**src/rtl/audio_pkg.sv**
```systemverilog
// Shared definitions for the audio clip playback path: FSM encoding,
// default widths, default sample divider and the default clip table.
package audio_pkg;

   localparam int DEF_ADDR_WIDTH = 19;
   localparam int DEF_DATA_WIDTH = 16;
   localparam int DEF_NUM_CLIPS  = 4;
   localparam int DEF_SAMPLE_DIV = 2268;

   // Clip 0 occupies the LSBs; end addresses are inclusive.
   localparam logic [DEF_NUM_CLIPS*DEF_ADDR_WIDTH-1:0] DEF_CLIP_START =
      {19'd460000, 19'd396900, 19'd264600, 19'd0};
   localparam logic [DEF_NUM_CLIPS*DEF_ADDR_WIDTH-1:0] DEF_CLIP_END =
      {19'd524287, 19'd459999, 19'd396899, 19'd264599};

   typedef enum logic [2:0] {
      ST_IDLE    = 3'd0,
      ST_FETCH   = 3'd1,
      ST_WAIT    = 3'd2,
      ST_PRESENT = 3'd3,
      ST_PACE    = 3'd4
   } seq_state_t;

endpackage

```
**src/rtl/audio_clip_sequencer_if.sv**
```systemverilog
// ROM read port and sample stream towards the PWM modulator.
// Sample stream: a sample transfers on a rising edge where Sample_valid and
// Sample_ready are both 1; while Sample_valid is 1 and no transfer has
// happened, Sample_data is held stable and Sample_valid stays asserted
// (unless playback is aborted). Rom_data is valid one cycle after Rom_en.
interface audio_clip_sequencer_if
   import audio_pkg::*;
#(
   parameter int ADDR_WIDTH = DEF_ADDR_WIDTH,
   parameter int DATA_WIDTH = DEF_DATA_WIDTH
);
   logic                  Rom_en;
   logic [ADDR_WIDTH-1:0] Rom_addr;
   logic [DATA_WIDTH-1:0] Rom_data;
   logic [DATA_WIDTH-1:0] Sample_data;
   logic                  Sample_valid;
   logic                  Sample_ready;

   modport master (
      output Rom_en, Rom_addr, Sample_data, Sample_valid,
      input  Rom_data, Sample_ready
   );

   modport slave (
      input  Rom_en, Rom_addr, Sample_data, Sample_valid,
      output Rom_data, Sample_ready
   );
endinterface

```
**src/rtl/sample_rate_ticker.sv**
```systemverilog
// Free-running divider that pulses once every DIV enabled cycles.
module sample_rate_ticker
   import audio_pkg::*;
#(
   parameter int DIV = DEF_SAMPLE_DIV
)(
   input  logic clk,
   input  logic rst_n,
   input  logic en,
   input  logic clear,
   output logic tick
);
   localparam int CW = (DIV > 1) ? $clog2(DIV) : 1;

   logic [CW-1:0] cnt_q;

   // Count 0..DIV-1 while enabled; clear forces the count back to 0.
   always_ff @(posedge clk) begin
      if (!rst_n || clear) begin
         cnt_q <= '0;
      end else if (en) begin
         cnt_q <= (cnt_q == CW'(DIV - 1)) ? '0 : cnt_q + 1'b1;
      end
   end

   assign tick = en && (cnt_q == CW'(DIV - 1));
endmodule

```
**src/rtl/audio_clip_sequencer.sv**
```systemverilog
// Playback controller: picks a clip by fixed priority, walks its ROM
// addresses at the sample rate and hands each sample to the modulator.
module audio_clip_sequencer
   import audio_pkg::*;
#(
   parameter int ADDR_WIDTH = DEF_ADDR_WIDTH,
   parameter int DATA_WIDTH = DEF_DATA_WIDTH,
   parameter int NUM_CLIPS  = DEF_NUM_CLIPS,
   parameter int SAMPLE_DIV = DEF_SAMPLE_DIV,
   parameter logic [NUM_CLIPS*ADDR_WIDTH-1:0] CLIP_START = DEF_CLIP_START,
   parameter logic [NUM_CLIPS*ADDR_WIDTH-1:0] CLIP_END   = DEF_CLIP_END,
   localparam int CLIP_W = (NUM_CLIPS > 1) ? $clog2(NUM_CLIPS) : 1
)(
   input  logic                 Clock_100MHz,
   input  logic                 Clear_n,
   input  logic [NUM_CLIPS-1:0] Play_req,
   input  logic                 Stop,
   input  logic                 Loop_en,
   audio_clip_sequencer_if.master bus,
   output logic                 Busy,
   output logic [CLIP_W-1:0]    Active_clip,
   output logic                 Done,
   output logic                 Underrun,
   output logic                 AUD_SD,
   output seq_state_t           dbg_state
);

   seq_state_t            state_q, state_nxt;
   logic [ADDR_WIDTH-1:0] addr_q, addr_nxt;
   logic [CLIP_W-1:0]     clip_q, clip_nxt;
   logic                  done_q, done_nxt;
   logic                  underrun_q, underrun_nxt;
   logic [DATA_WIDTH-1:0] sample_q;

   logic [CLIP_W-1:0]     req_idx;
   logic [ADDR_WIDTH-1:0] req_start, req_end, cur_start, cur_end;
   logic                  busy, tick, advance;

   assign busy = (state_q != ST_IDLE);

   sample_rate_ticker #(.DIV(SAMPLE_DIV)) u_ticker (
      .clk   (Clock_100MHz),
      .rst_n (Clear_n),
      .en    (busy),
      .clear (!busy),
      .tick  (tick)
   );

   // Fixed priority: the lowest-index asserted request wins.
   always_comb begin
      req_idx = '0;
      for (int i = NUM_CLIPS - 1; i >= 0; i--) begin
         if (Play_req[i]) req_idx = CLIP_W'(i);
      end
   end

   assign req_start = CLIP_START[int'(req_idx)*ADDR_WIDTH +: ADDR_WIDTH];
   assign req_end   = CLIP_END[int'(req_idx)*ADDR_WIDTH +: ADDR_WIDTH];
   assign cur_start = CLIP_START[int'(clip_q)*ADDR_WIDTH +: ADDR_WIDTH];
   assign cur_end   = CLIP_END[int'(clip_q)*ADDR_WIDTH +: ADDR_WIDTH];

   // A tick that coincides with the transfer still paces the next fetch,
   // so a late-but-in-time accept does not cost a whole sample period.
   assign advance = tick && ((state_q == ST_PACE) ||
                             (state_q == ST_PRESENT && bus.Sample_ready));

   // Next-state and register-update logic; Stop overrides everything once busy.
   always_comb begin
      state_nxt    = state_q;
      addr_nxt     = addr_q;
      clip_nxt     = clip_q;
      done_nxt     = 1'b0;
      underrun_nxt = underrun_q;
      case (state_q)
         ST_IDLE: begin
            if (!Stop && (|Play_req)) begin
               if (req_end < req_start) begin
                  done_nxt = 1'b1;
               end else begin
                  clip_nxt     = req_idx;
                  addr_nxt     = req_start;
                  underrun_nxt = 1'b0;
                  state_nxt    = ST_FETCH;
               end
            end
         end
         ST_FETCH:   state_nxt = ST_WAIT;
         ST_WAIT:    state_nxt = ST_PRESENT;
         ST_PRESENT: begin
            if (bus.Sample_ready) state_nxt = ST_PACE;
            else if (tick)        underrun_nxt = 1'b1;
         end
         ST_PACE:    state_nxt = ST_PACE;
         default:    state_nxt = ST_IDLE;
      endcase
      if (advance) begin
         // Compare before increment so the address never wraps.
         if (addr_q < cur_end) begin
            addr_nxt  = addr_q + 1'b1;
            state_nxt = ST_FETCH;
         end else if (Loop_en) begin
            addr_nxt  = cur_start;
            state_nxt = ST_FETCH;
         end else begin
            done_nxt  = 1'b1;
            state_nxt = ST_IDLE;
         end
      end
      if (Stop && busy) begin
         state_nxt    = ST_IDLE;
         addr_nxt     = addr_q;
         done_nxt     = 1'b0;
         underrun_nxt = underrun_q;
      end
   end

   // FSM state and playback registers.
   always_ff @(posedge Clock_100MHz) begin
      if (!Clear_n) begin
         state_q    <= ST_IDLE;
         addr_q     <= '0;
         clip_q     <= '0;
         done_q     <= 1'b0;
         underrun_q <= 1'b0;
      end else begin
         state_q    <= state_nxt;
         addr_q     <= addr_nxt;
         clip_q     <= clip_nxt;
         done_q     <= done_nxt;
         underrun_q <= underrun_nxt;
      end
   end

   // Capture the ROM word in WAIT, the cycle after the read was issued.
   always_ff @(posedge Clock_100MHz) begin
      if (!Clear_n) begin
         sample_q <= '0;
      end else if (state_q == ST_WAIT) begin
         sample_q <= bus.Rom_data;
      end
   end

   assign bus.Rom_en       = (state_q == ST_FETCH);
   assign bus.Rom_addr     = addr_q;
   assign bus.Sample_data  = sample_q;
   assign bus.Sample_valid = (state_q == ST_PRESENT);
   assign Busy             = busy;
   assign AUD_SD           = busy;
   assign Active_clip      = clip_q;
   assign Done             = done_q;
   assign Underrun         = underrun_q;
   assign dbg_state        = state_q;

endmodule
```
**src/flat_wrapper.sv**
```systemverilog
// flat-port wrapper written by rule: the top's interface ports become plain ports
module audio_clip_sequencer_flat import audio_pkg::*;
#(
   parameter int ADDR_WIDTH = DEF_ADDR_WIDTH,
   parameter int DATA_WIDTH = DEF_DATA_WIDTH,
   parameter int NUM_CLIPS  = DEF_NUM_CLIPS,
   parameter int SAMPLE_DIV = DEF_SAMPLE_DIV,
   parameter logic [NUM_CLIPS*ADDR_WIDTH-1:0] CLIP_START = DEF_CLIP_START,
   parameter logic [NUM_CLIPS*ADDR_WIDTH-1:0] CLIP_END   = DEF_CLIP_END,
   localparam int CLIP_W = (NUM_CLIPS > 1) ? $clog2(NUM_CLIPS) : 1
)
  (Clock_100MHz, Clear_n, Play_req, Stop, Loop_en, Busy, Active_clip, Done, Underrun, AUD_SD, dbg_state, bus_Rom_en, bus_Rom_addr, bus_Sample_data, bus_Sample_valid, bus_Rom_data, bus_Sample_ready);
  audio_clip_sequencer_if #(.ADDR_WIDTH(ADDR_WIDTH), .DATA_WIDTH(DATA_WIDTH)) bus_i ();
  input  logic Clock_100MHz;
  input  logic Clear_n;
  input  logic [NUM_CLIPS-1:0] Play_req;
  input  logic Stop;
  input  logic Loop_en;
  output logic Busy;
  output logic [CLIP_W-1:0] Active_clip;
  output logic Done;
  output logic Underrun;
  output logic AUD_SD;
  output seq_state_t dbg_state;
  output wire logic [$bits(bus_i.Rom_en)-1:0] bus_Rom_en;
  output wire logic [$bits(bus_i.Rom_addr)-1:0] bus_Rom_addr;
  output wire logic [$bits(bus_i.Sample_data)-1:0] bus_Sample_data;
  output wire logic [$bits(bus_i.Sample_valid)-1:0] bus_Sample_valid;
  input wire logic [$bits(bus_i.Rom_data)-1:0] bus_Rom_data;
  input wire logic [$bits(bus_i.Sample_ready)-1:0] bus_Sample_ready;
  assign bus_Rom_en = bus_i.Rom_en;
  assign bus_Rom_addr = bus_i.Rom_addr;
  assign bus_Sample_data = bus_i.Sample_data;
  assign bus_Sample_valid = bus_i.Sample_valid;
  assign bus_i.Rom_data = bus_Rom_data;
  assign bus_i.Sample_ready = bus_Sample_ready;
  audio_clip_sequencer #(.ADDR_WIDTH(ADDR_WIDTH), .DATA_WIDTH(DATA_WIDTH), .NUM_CLIPS(NUM_CLIPS), .SAMPLE_DIV(SAMPLE_DIV), .CLIP_START(CLIP_START), .CLIP_END(CLIP_END)) u_core (.Clock_100MHz(Clock_100MHz), .Clear_n(Clear_n), .Play_req(Play_req), .Stop(Stop), .Loop_en(Loop_en), .bus(bus_i), .Busy(Busy), .Active_clip(Active_clip), .Done(Done), .Underrun(Underrun), .AUD_SD(AUD_SD), .dbg_state(dbg_state));
endmodule
```
**config.mk**
```make
export PLATFORM = sky130hd
export DESIGN_NAME = audio_clip_sequencer_flat
export DESIGN_NICKNAME = d
export VERILOG_FILES = /design/src/rtl/audio_pkg.sv /design/src/rtl/audio_clip_sequencer_if.sv /design/src/rtl/sample_rate_ticker.sv /design/src/rtl/audio_clip_sequencer.sv /design/src/flat_wrapper.sv
export SDC_FILE = /design/constraint.sdc
export NUM_CORES = 1
export LEC_CHECK = 0
export ABC_AREA = 1
export CAP_MARGIN = 20
export CORE_AREA = 10 10 125 82
export DETAILED_ROUTE_END_ITERATION = 8
export DIE_AREA = 0 0 135 92
export GPL_TIMING_DRIVEN = 0
export PLACE_DENSITY_LB_ADDON = 0.15
export SYNTH_ARGS = -nofsm -noshare
export SYNTH_HDL_FRONTEND = slang
export SYNTH_SLANG_ARGS = --single-unit
```
**constraint.sdc**
```tcl
create_clock -name Clock_100MHz -period 2.13 [get_ports Clock_100MHz]
set_clock_uncertainty 0.1 [all_clocks]
set_input_delay 0.213 -clock Clock_100MHz [delete_from_list [all_inputs] [get_ports Clock_100MHz]]
set_output_delay 0.213 -clock Clock_100MHz [all_outputs]
set_load 0.005 [all_outputs]
```
==> flow_summary.yaml <==
yosys:
  avgSynthCellArea_sq_um: 6.21
  synth_area_sq_um: 3730
  async_reset_ff_share_pct: 0
  ys_seq_area_share_pct: 29.0
  netlist_instances: 601
  synth_fp_nets: 652
  synth-edff-count: 0
  yosysWarnings: 0
  ys_seq_elements: 54
  ys.flop_type: "dfxtp_1"
  synth.distinct_cells: 33
sta:
  fin_crit_ns: 2.43
  hold_violations: 0
  worst_pin_slew_ns: 0.757
  setup_viol_count_final: 21
  fin_crit_sh_pct: 114
  tns_ns: -5.55
  max_freq_ghz: 0.411
  fin_ws_ns: -0.304
  hold_ws_ns: 0.353
  rsz0062_at_grt: "yes"
  relSlewSlack_pct: 49.6
  slew_violations: 0
power:
  p_clk_share_pct: 21.8
  p_leak_nw: 2.37
  seqPwrFrac_pct: 36.1
  p_int_mw: 2.31
  vdd.ir_drop.worst_mv: 0.472
  p_switching_mw: 1.40
  p_per_area_nw_per_um2: 699
  pwr-share-comb_pct: 42.2
  power_mw: 3.71
  swShare_pct: 37.8
clocking:
  cts-buffers-inserted: 5
  cts-root-buf: "clkbuf_16"
  clock-sinks: 54
  clk_latency_ns: 0.30
  cts_htree_levels: 2
  clock_path_buffers: 2
  cts_tree: "done"
  path_clk_slew_ns: 0.07
layout:
  drive_gt1_share_pct: 17.1
  diodes: 0
  final_common_cell: "nand2_1"
  fin_util_pct: 65.5
  area_delta_synth_final_pct: 42.2
  final_nets: 746
  final_cell_mix: "133 x nand2_1, 82 x nor2_1, 75 x inv_1"
floorplan:
  start_util_pct: 46.0
  core_sq_um: 8100
  rows: 26
  die_x_um: 135
  pin_count: 71
  die_h_um: 92
  dieArea_sq_um: 12400
global_routing:
  grtUsageTotal_pct: 19.7
  grt_pass1_wl_um: 20000
  grt.overflow.total: 0
  grt_max_degree: 16
  antenna_found_initial: 0
  grt_pass1_vias: 3919
detailed_routing:
  drc: 0
  drt-initial-drc-count: 418
  drtPass1Iterations: 5
  drt-vias-per-instance: 5.27
  wl_per_cell_um: 15.9
  antenna_left: 0
  vias: 4250
  wl_um: 12900
critical_path:
  cp-start-kind: "flip-flop"
  worstSetupEndpointType: "flip-flop"
  crit_type: "reg -> reg"
  worst_ep_arrival_time_ns: 2.54
  worstPathRequired_ns: 2.23
  cp_max_fo: 5
job:
  cap_violations: 0
placed_design:
  portBuffers: 70
  dp_hpwl_um: 9210
  place_ws_ns: -0.411
  gp_congestion: 0.967
status:
  violations: "setup timing"
  status: "finished, violations left"
hold_path:
  hold_class: "reg -> reg"
==> flip-flops by register name, indices dropped and copies added (netlist names) <==
| signal | count |
|---|---|
| u_core.Active_clip | 2 |
| u_core.Done | 1 |
| u_core.Underrun | 1 |
| u_core.bus.Rom_addr | 19 |
| u_core.bus.Sample_data | 16 |
| u_core.dbg_state | 3 |
| u_core.u_ticker.cnt_q | 12 |
==> stage by stage <==
step                cell area [sq um]  instances
floorplan                        3740        601
global placement                 4580        783
detailed placement               4580        783
CTS                              5000        801
global route                     5310        807
finish                           5310        807
==> power groups by stage <==
stage	registers, mW	logic (mW)	clock network (mW)
final	1.34	1.56	0.806
after global routing	1.35	1.73	0.872
after CTS	1.32	1.36	0.825
after detailed placement	1.34	1.25	0
after global placement	1.33	1.23	0
after floorplan	1.30	0.709	0
==> worst max-delay path: stages (launching register included) <==
cell        delay (ns)
dfxtp_4           0.39
clkinvlp_4        0.18
buf_4             0.18
buf_4             0.12
ha_1              0.26
nand2_1           0.08
nor2_2            0.05
nand2_2           0.10
nor2_4            0.05
nor2_4            0.15
nand2_4           0.10
nand2_4           0.09
nand2_8           0.08
buf_12            0.15
nand2_1           0.06
nand3_1           0.07
nand2_1           0.08
inv_1             0.03
==> metal layers <==
layer	up-vias	track usage, %	wire length, um
li1	2092	-	-
met1	1930	27.1	5800
met2	198	29.5	5420
met3	30	5.88	1410
met4	0	4.55	221
met5	-	0	0
==> layout make-up <==
| cell class | count | area, sq um |
|---|---|---|
| fill | 708 | 2800 |
| multi-input combinational | 448 | 2650 |
| sequential | 54 | 1090 |
| timing repair buffer | 87 | 870 |
| inverter | 83 | 318 |
| tap | 112 | 140 |
| clock buffer | 6 | 129 |
| buffer | 16 | 101 |
| clock inverter | 1 | 7.51 |
==> kinds of logic after synthesis <==
family | Yosys count | synth area share (%)
AND/OR/NAND/NOR | 329 | 37.4
AO/OA/AOI/OAI | 77 | 10.6
XOR/XNOR | 16 | 3.76
buffers and inverters | 99 | 10.5
flip-flops | 54 | 29.0
adder cells (fa/ha/maj) | 26 | 8.72
==> path summary, 6_finish.rpt <==
kind | startpoint | end | slack, ns | depth (start not counted)
hold / removal | u_core.u_ticker.cnt_q[0] | u_core.u_ticker.cnt_q[0] | 0.35 | 1
hold reg to reg | u_core.u_ticker.cnt_q[0] | u_core.u_ticker.cnt_q[0] | 0.35 | 1
setup / recovery | u_core.Active_clip[1] | u_core.bus.Rom_addr[7] | -0.30 | 17
setup reg to reg | u_core.Active_clip[1] | u_core.bus.Rom_addr[7] | -0.30 | 17
==> cell usage after synthesis, types with 6 or more instances <==
| library cell | instances | area, sq um |
|---|---|---|
| nor2_1 | 90 | 338 |
| nand4_1 | 6 | 37.5 |
| clkbuf_1 | 6 | 22.5 |
| inv_1 | 79 | 297 |
| nand2_1 | 157 | 589 |
| dfxtp_1 | 54 | 1080 |
| nor3_1 | 12 | 60.1 |
| xor2_1 | 15 | 131 |
| ha_1 | 26 | 325 |
| o21ai_0 | 48 | 240 |
| nand3_1 | 47 | 235 |
| a21oi_1 | 22 | 110 |
==> timing repair <==
action | in CTS | in global routing
pin swaps | 6 | 27
resized for setup | 40 | 60
gates cloned | 1 | 1
endpoints found under the setup margin | 21 | 22
setup buffers | 10 | 5
hold buffers | 0 | 0
(Power assumes the default switching activity.)
